[src/rtl/fetch_sequencer_pkg.sv]
// Shared opcode/funct constants, FSM state type and branch-offset helper for the fetch side.
package fetch_sequencer_pkg;

  localparam logic [31:0] DefaultResetPc = 32'h0000_0000;

  localparam logic [5:0] OpRtype = 6'h00;
  localparam logic [5:0] OpJ     = 6'h02;
  localparam logic [5:0] OpJal   = 6'h03;
  localparam logic [5:0] OpBne   = 6'h05;
  localparam logic [5:0] OpAddi  = 6'h08;
  localparam logic [5:0] OpXori  = 6'h0E;
  localparam logic [5:0] OpLw    = 6'h23;
  localparam logic [5:0] OpSw    = 6'h2B;

  localparam logic [5:0] FnJr      = 6'h08;
  localparam logic [5:0] FnSyscall = 6'h0C;
  localparam logic [5:0] FnAdd     = 6'h20;
  localparam logic [5:0] FnSub     = 6'h22;
  localparam logic [5:0] FnSlt     = 6'h2A;

  typedef enum logic [1:0] {
    StFetch,
    StReq,
    StIssue,
    StHalt
  } fetch_state_e;

  // Sign-extended word offset of a branch immediate.
  function automatic logic [31:0] branch_offset(input logic [15:0] imm);
    return {{14{imm[15]}}, imm, 2'b00};
  endfunction

endpackage

[src/rtl/fetch_sequencer_if.sv]
// Instruction-memory request/acknowledge bus between the fetch sequencer and imem.
interface fetch_sequencer_if;
  logic        imem_req;
  logic [31:0] imem_addr;
  logic        imem_ack;
  logic [31:0] imem_rdata;

  modport master (
    output imem_req,
    output imem_addr,
    input  imem_ack,
    input  imem_rdata
  );

  modport slave (
    input  imem_req,
    input  imem_addr,
    output imem_ack,
    output imem_rdata
  );
endinterface

[src/rtl/fetch_sequencer_next_pc_calc.sv]
// Combinational next-PC selection for the retiring instruction: JR, J/JAL, taken BNE, or pc+4.
module fetch_sequencer_next_pc_calc
  import fetch_sequencer_pkg::*;
(
  input  logic [31:0] i_pc,
  input  logic [25:0] i_instr_index,
  input  logic        i_jump,
  input  logic        i_jump_sel,
  input  logic        i_branch,
  input  logic        i_branch_taken,
  input  logic [31:0] i_jr_target,
  output logic [31:0] o_pc4,
  output logic [31:0] o_next_pc,
  output logic        o_misalign
);

  assign o_pc4 = i_pc + 32'd4;

  // Jump outranks Branch when control raises both.
  always_comb begin
    o_next_pc = o_pc4;
    if (i_jump && i_jump_sel) begin
      o_next_pc = i_jr_target;
    end else if (i_jump) begin
      o_next_pc = {o_pc4[31:28], i_instr_index, 2'b00};
    end else if (i_branch && i_branch_taken) begin
      o_next_pc = o_pc4 + branch_offset(i_instr_index[15:0]);
    end
  end

  assign o_misalign = i_jump & i_jump_sel & (|i_jr_target[1:0]);

endmodule

[src/rtl/fetch_sequencer.sv]
// Multi-cycle fetch sequencer: owns PC and IR, fetches over req/ack, issues fields, halts on
// SYSCALL, misaligned JR target or imem timeout.
module fetch_sequencer
  import fetch_sequencer_pkg::*;
#(
  parameter logic [31:0] RESET_PC = DefaultResetPc,
  parameter int unsigned MAX_WAIT = 16
) (
  input  logic                     clk,
  input  logic                     reset,
  fetch_sequencer_if.master        imem,
  output logic                     issue_valid,
  output logic [5:0]               opcode,
  output logic [5:0]               funct,
  output logic [4:0]               rs,
  output logic [4:0]               rt,
  output logic [4:0]               rd,
  output logic [15:0]              imm16,
  output logic [31:0]              link_pc,
  input  logic                     retire,
  input  logic                     Jump,
  input  logic                     Branch,
  input  logic                     JumpSel,
  input  logic                     branch_taken,
  input  logic [31:0]              jr_target,
  output logic                     halted,
  output logic                     fault
);

  localparam int unsigned WaitW = $clog2(MAX_WAIT + 1);

  fetch_state_e     r_state, w_state_next;
  logic [31:0]      r_pc, w_pc_next;
  logic [31:0]      r_ir, w_ir_next;
  logic [WaitW-1:0] r_wait_cnt, w_wait_next, w_wait_inc;
  logic             r_fault, w_fault_next;

  logic [31:0]      w_pc4, w_next_pc;
  logic             w_misalign, w_is_syscall;

  fetch_sequencer_next_pc_calc u_next_pc (
    .i_pc           (r_pc),
    .i_instr_index  (r_ir[25:0]),
    .i_jump         (Jump),
    .i_jump_sel     (JumpSel),
    .i_branch       (Branch),
    .i_branch_taken (branch_taken),
    .i_jr_target    (jr_target),
    .o_pc4          (w_pc4),
    .o_next_pc      (w_next_pc),
    .o_misalign     (w_misalign)
  );

  assign w_is_syscall = (r_ir[31:26] == OpRtype) && (r_ir[5:0] == FnSyscall);
  assign w_wait_inc   = r_wait_cnt + WaitW'(1);

  always_comb begin
    w_state_next = r_state;
    w_pc_next    = r_pc;
    w_ir_next    = r_ir;
    w_wait_next  = r_wait_cnt;
    w_fault_next = r_fault;
    unique case (r_state)
      StFetch: begin
        w_wait_next  = '0;
        w_state_next = StReq;
      end
      StReq: begin
        if (imem.imem_ack) begin
          w_ir_next    = imem.imem_rdata;
          w_wait_next  = '0;
          w_state_next = StIssue;
        end else if (w_wait_inc == WaitW'(MAX_WAIT)) begin
          w_fault_next = 1'b1;
          w_state_next = StHalt;
        end else begin
          w_wait_next = w_wait_inc;
        end
      end
      StIssue: begin
        if (retire) begin
          // SYSCALL and a misaligned JR both freeze pc at the offending instruction.
          if (w_is_syscall) begin
            w_state_next = StHalt;
          end else if (w_misalign) begin
            w_fault_next = 1'b1;
            w_state_next = StHalt;
          end else begin
            w_pc_next    = w_next_pc;
            w_state_next = StFetch;
          end
        end
      end
      StHalt: begin
        w_state_next = StHalt;
      end
    endcase
  end

  always_ff @(posedge clk) begin
    if (reset) begin
      r_state    <= StFetch;
      r_pc       <= RESET_PC;
      r_ir       <= '0;
      r_wait_cnt <= '0;
      r_fault    <= 1'b0;
    end else begin
      r_state    <= w_state_next;
      r_pc       <= w_pc_next;
      r_ir       <= w_ir_next;
      r_wait_cnt <= w_wait_next;
      r_fault    <= w_fault_next;
    end
  end

  assign imem.imem_req  = (r_state == StReq);
  assign imem.imem_addr = r_pc;
  assign issue_valid    = (r_state == StIssue);
  assign halted         = (r_state == StHalt);
  assign fault          = r_fault;

  assign opcode  = r_ir[31:26];
  assign rs      = r_ir[25:21];
  assign rt      = r_ir[20:16];
  assign rd      = r_ir[15:11];
  assign imm16   = r_ir[15:0];
  assign funct   = r_ir[5:0];
  assign link_pc = w_pc4;

endmodule

[src/flat_wrapper.sv]
// flat-port wrapper written by rule: the top's interface ports become plain ports
module fetch_sequencer_flat import fetch_sequencer_pkg::*;
#(
  parameter logic [31:0] RESET_PC = DefaultResetPc,
  parameter int unsigned MAX_WAIT = 16
)
  (clk, reset, issue_valid, opcode, funct, rs, rt, rd, imm16, link_pc, retire, Jump, Branch, JumpSel, branch_taken, jr_target, halted, fault, imem_imem_req, imem_imem_addr, imem_imem_ack, imem_imem_rdata);
  fetch_sequencer_if imem_i ();
  input  logic clk;
  input  logic reset;
  output logic issue_valid;
  output logic [5:0] opcode;
  output logic [5:0] funct;
  output logic [4:0] rs;
  output logic [4:0] rt;
  output logic [4:0] rd;
  output logic [15:0] imm16;
  output logic [31:0] link_pc;
  input  logic retire;
  input  logic Jump;
  input  logic Branch;
  input  logic JumpSel;
  input  logic branch_taken;
  input  logic [31:0] jr_target;
  output logic halted;
  output logic fault;
  output wire logic [$bits(imem_i.imem_req)-1:0] imem_imem_req;
  output wire logic [$bits(imem_i.imem_addr)-1:0] imem_imem_addr;
  input wire logic [$bits(imem_i.imem_ack)-1:0] imem_imem_ack;
  input wire logic [$bits(imem_i.imem_rdata)-1:0] imem_imem_rdata;
  assign imem_imem_req = imem_i.imem_req;
  assign imem_imem_addr = imem_i.imem_addr;
  assign imem_i.imem_ack = imem_imem_ack;
  assign imem_i.imem_rdata = imem_imem_rdata;
  fetch_sequencer #(.RESET_PC(RESET_PC), .MAX_WAIT(MAX_WAIT)) u_core (.clk(clk), .reset(reset), .imem(imem_i), .issue_valid(issue_valid), .opcode(opcode), .funct(funct), .rs(rs), .rt(rt), .rd(rd), .imm16(imm16), .link_pc(link_pc), .retire(retire), .Jump(Jump), .Branch(Branch), .JumpSel(JumpSel), .branch_taken(branch_taken), .jr_target(jr_target), .halted(halted), .fault(fault));
endmodule
[config.mk]
export PLATFORM = sky130hd
export DESIGN_NAME = fetch_sequencer_flat
export DESIGN_NICKNAME = d
export VERILOG_FILES = /design/src/rtl/fetch_sequencer_pkg.sv /design/src/rtl/fetch_sequencer_if.sv /design/src/rtl/fetch_sequencer_next_pc_calc.sv /design/src/rtl/fetch_sequencer.sv /design/src/flat_wrapper.sv
export SDC_FILE = /design/constraint.sdc
export NUM_CORES = 1
export LEC_CHECK = 0
export CAP_MARGIN = 20
export CORE_MARGIN = 2
export CORE_UTILIZATION = 48
export DETAILED_ROUTE_END_ITERATION = 10
export PLACE_DENSITY = 0.84
export SYNTH_ARGS = -nofsm -noshare
export SYNTH_HDL_FRONTEND = slang
export SYNTH_SLANG_ARGS = --single-unit
[constraint.sdc]
create_clock -name clk -period 3.8 [get_ports clk]
set_input_delay 0.76 -clock clk [delete_from_list [all_inputs] [get_ports clk]]
set_output_delay 0.76 -clock clk [all_outputs]
set_load 0.01 [all_outputs]
==> reports/results.ini <==
[global_routing]
grt_pass1_wl_um = 30700
gr-usage-all-layers_pct = 29.4
antenna_found_initial = 0
grt_overflow = 0
grt_max_degree = 55
grt_pass1_vias = 6082

[cells_and_area]
drive_gt1_share_pct = 11.9
final_util_pct = 70.8
n_fill_cell = 918
antennaDiodeCount = 0
area_growth_pct = 42.7
num-nets-final = 1053
stdcell_area_mm2 = 0.00818

[run_status]
status = finished clean

[synth]
synth_area_leaders = dfxtp_1, nand2_1, ha_1
ys_async_sr_fraction_pct = 0
ys.flop_type = dfxtp_1
ys_seq_elements = 72
avgSynthCellArea_um2 = 7.57
yosysWarnings = 0
synth-edff-count = 0
yosysSeqAreaShare_pct = 25.1
synth_nets = 868
synth_top_area_share_pct = 25.1
ys_types = 77
synth_top_area_cell = dfxtp_1
synth_cells = 758
syn-cell-area_mm2 = 0.00574

[clocking]
clock-sinks = 72
clk_pin_slew_ns = 0.06
clockBufferDepth = 2
clk_latency_ns = 0.34
cts_hold_buf = 0
h-tree-depth = 3
cts_made_buffers = 9
cts_root_buffer = clkbuf_16
cts_tree = built

[worst_hold_path]
hold_start = u_core.r_ir[19]
whs_path_depth = 2
hold_class = register to register
whs_endpoint = u_core.r_ir[19]

[timing]
drv_slew = 0
tightest_slew_ns = 0.658
finalCritPeriodShare_pct = 95.3
finalSetupViolations = 0
timing.fmax_mhz = 276
slew_headroom_pct = 56.0
fin_crit_ns = 3.62
finalSetupTns_ns = 0
final.setup.worst_slack_ns = 0.179
fin_skew_ns = 0.00941
hold_viol_final = 0
whs_ns = 0.470

[detailed_routing]
drt-initial-drc-count = 453
wl_per_cell_um = 17.5
routed_wl_um = 19100
first_pass_iters = 6
drc = 0
ant_nets = 0
viasPerCell = 5.84
vias = 6368

[pwr]
power.density_mw_per_mm2 = 263
ir_worst_vdd_mv = 0.192
leakagePower_nw = 3.25

[placed_design]
gp_congestion = 0.914
place_area_mm2 = 0.00775
hpwl_um = 14000
io_buffers = 182
pre_cts_slack_ns = 0.0307

[die]
dieWidth_um = 113
io_pins = 183
die_h_um = 113
initial_core_util_pct = 49.6
row_count = 39
core_area_mm2 = 0.0116
die_area_mm2 = 0.0128

[critical_path]
arrival_ns = 3.83
startpoint_type = register
reg2reg_depth = 15
timing.rr.start = u_core.imem.imem_addr[10]
endpoint_kind = register
path_class = register to register
r2r_end = u_core.imem.imem_addr[28]
cp_max_fo = 4
required_ns = 4.01
regToRegSetupSlack_ns = 0.18

[flow_run]
max_cap_viol_count = 0

## critical path: stages, from the launching register on
cell       delay (ns)
dfxtp_1          0.41
and4_1           0.27
and3_4           0.23
and2_1           0.14
xor2_1           0.22
ha_1             0.30
a21o_1           0.19
a21o_1           0.17
a21o_1           0.22
a211oi_4         0.27
o21ai_2          0.12
a21oi_1          0.21
o211ai_1         0.21
mux2i_1          0.18
a2111oi_1        0.27
nor3_1           0.08
## report_power, final
| group | leakage [nW] | internal [mW] | switching (mW) |
|---|---|---|---|
| sequential | 0.585 | 0.780 | 0.0327 |
| clock | 0.150 | 0.535 | 0.365 |
| combinational | 2.51 | 0.221 | 0.217 |
## cell usage after synthesis (8+ instances only)
| master | count |
|---|---|
| nor2_1 | 58 |
| inv_1 | 9 |
| nand4_1 | 12 |
| a21o_1 | 8 |
| nor3_1 | 10 |
| ha_1 | 37 |
| xor2_1 | 18 |
| nand3_1 | 22 |
| o21ai_0 | 22 |
| a211oi_1 | 21 |
| dfxtp_1 | 72 |
| and3_1 | 12 |
| mux2i_1 | 29 |
| nand2_1 | 142 |
| a21oi_1 | 90 |
| clkbuf_1 | 23 |
| xnor2_1 | 25 |
| o211ai_1 | 9 |
| buf_4 | 14 |
| and2_1 | 13 |
## state kept, by name (all words and copies together) (netlist names)
register               count
u_core.r_ir               32
u_core.r_state             2
u_core.imem.imem_addr     32
u_core.r_wait_cnt          5
u_core.fault               1
## area by class of cell
type	instances	area, µm²	area share (%)
tap	143	179	2.19
timing repair buffer	221	2100	25.7
multi-input combinational	629	4110	50.2
inverter	10	37.5	0.459
clock buffer	10	239	2.92
clock inverter	6	72.6	0.887
sequential	72	1450	17.7
## metrics by stage
step	cells	power, mW
5_1_grt	1091	2.23
3_5_place_dp	1074	1.26
6_report	1091	2.15
4_1_cts	1090	2.15
3_3_place_gp	1074	1.25
2_1_floorplan	758	1.05
## per-layer routing
metal	vias to the layer above	GRT usage (%)	routed length, µm
li1	3074	-	-
met1	2988	39.8	8280
met2	273	47.9	8920
met3	33	5.25	1520
met4	0	8.54	401
met5	-	0	0
## cell families after synthesis
kind of cell / share of synthesized area, %
adder cells (fa/ha/maj): 8.42
XOR/XNOR: 7.42
flip-flops: 25.1
AND/OR/NAND/NOR: 25.3
buffers and inverters: 5.08
multiplexers: 5.85
AO/OA/AOI/OAI: 22.8
## placed cells by master (no fill, tap or decap), drive strengths merged, types with 2 or more instances in the layout
master,n
a221oi,5
clkdlybuf4s50,179
nor3,12
and3,13
buf,42
o21bai,4
dfxtp,72
o221ai,2
inv,12
clkbuf,10
nor4,3
a31oi,7
o21a,3
nand2,143
nand3,24
nor2b,6
mux2i,29
clkinv,2
a22oi,2
nand4,12
a211o,3
a21boi,5
o21ai,29
nand2b,4
and2,13
ha,37
a211oi,22
mux2,4
nor4b,2
a21o,11
and4,3
o211ai,9
nor2,60
a21oi,93
xnor2,28
xor2,18
or4,3
nor3b,2
## what timing repair did
item	4_1_cts	5_1_grt
endpoints found under the setup margin	0	9
buffers inserted	0	1
hold endpoints to repair	0	0
resized for setup	0	30
## worst max path at each step
stage | startpoint | end | slack (ns) | cells after the start
after global placement | u_core.imem.imem_addr[5] | u_core.imem.imem_addr[28] | 0.21 | 15
after global routing | u_core.imem.imem_addr[10] | u_core.imem.imem_addr[31] | -0.009 | 15
after detailed placement | u_core.imem.imem_addr[3] | u_core.imem.imem_addr[31] | 0.03 | 16
after floorplan | u_core.imem.imem_addr[7] | u_core.imem.imem_addr[31] | 0.17 | 16
final | u_core.imem.imem_addr[10] | u_core.imem.imem_addr[28] | 0.18 | 15
after CTS | u_core.imem.imem_addr[3] | u_core.imem.imem_addr[31] | 0.04 | 16
Power figures use the tool's default switching activity.
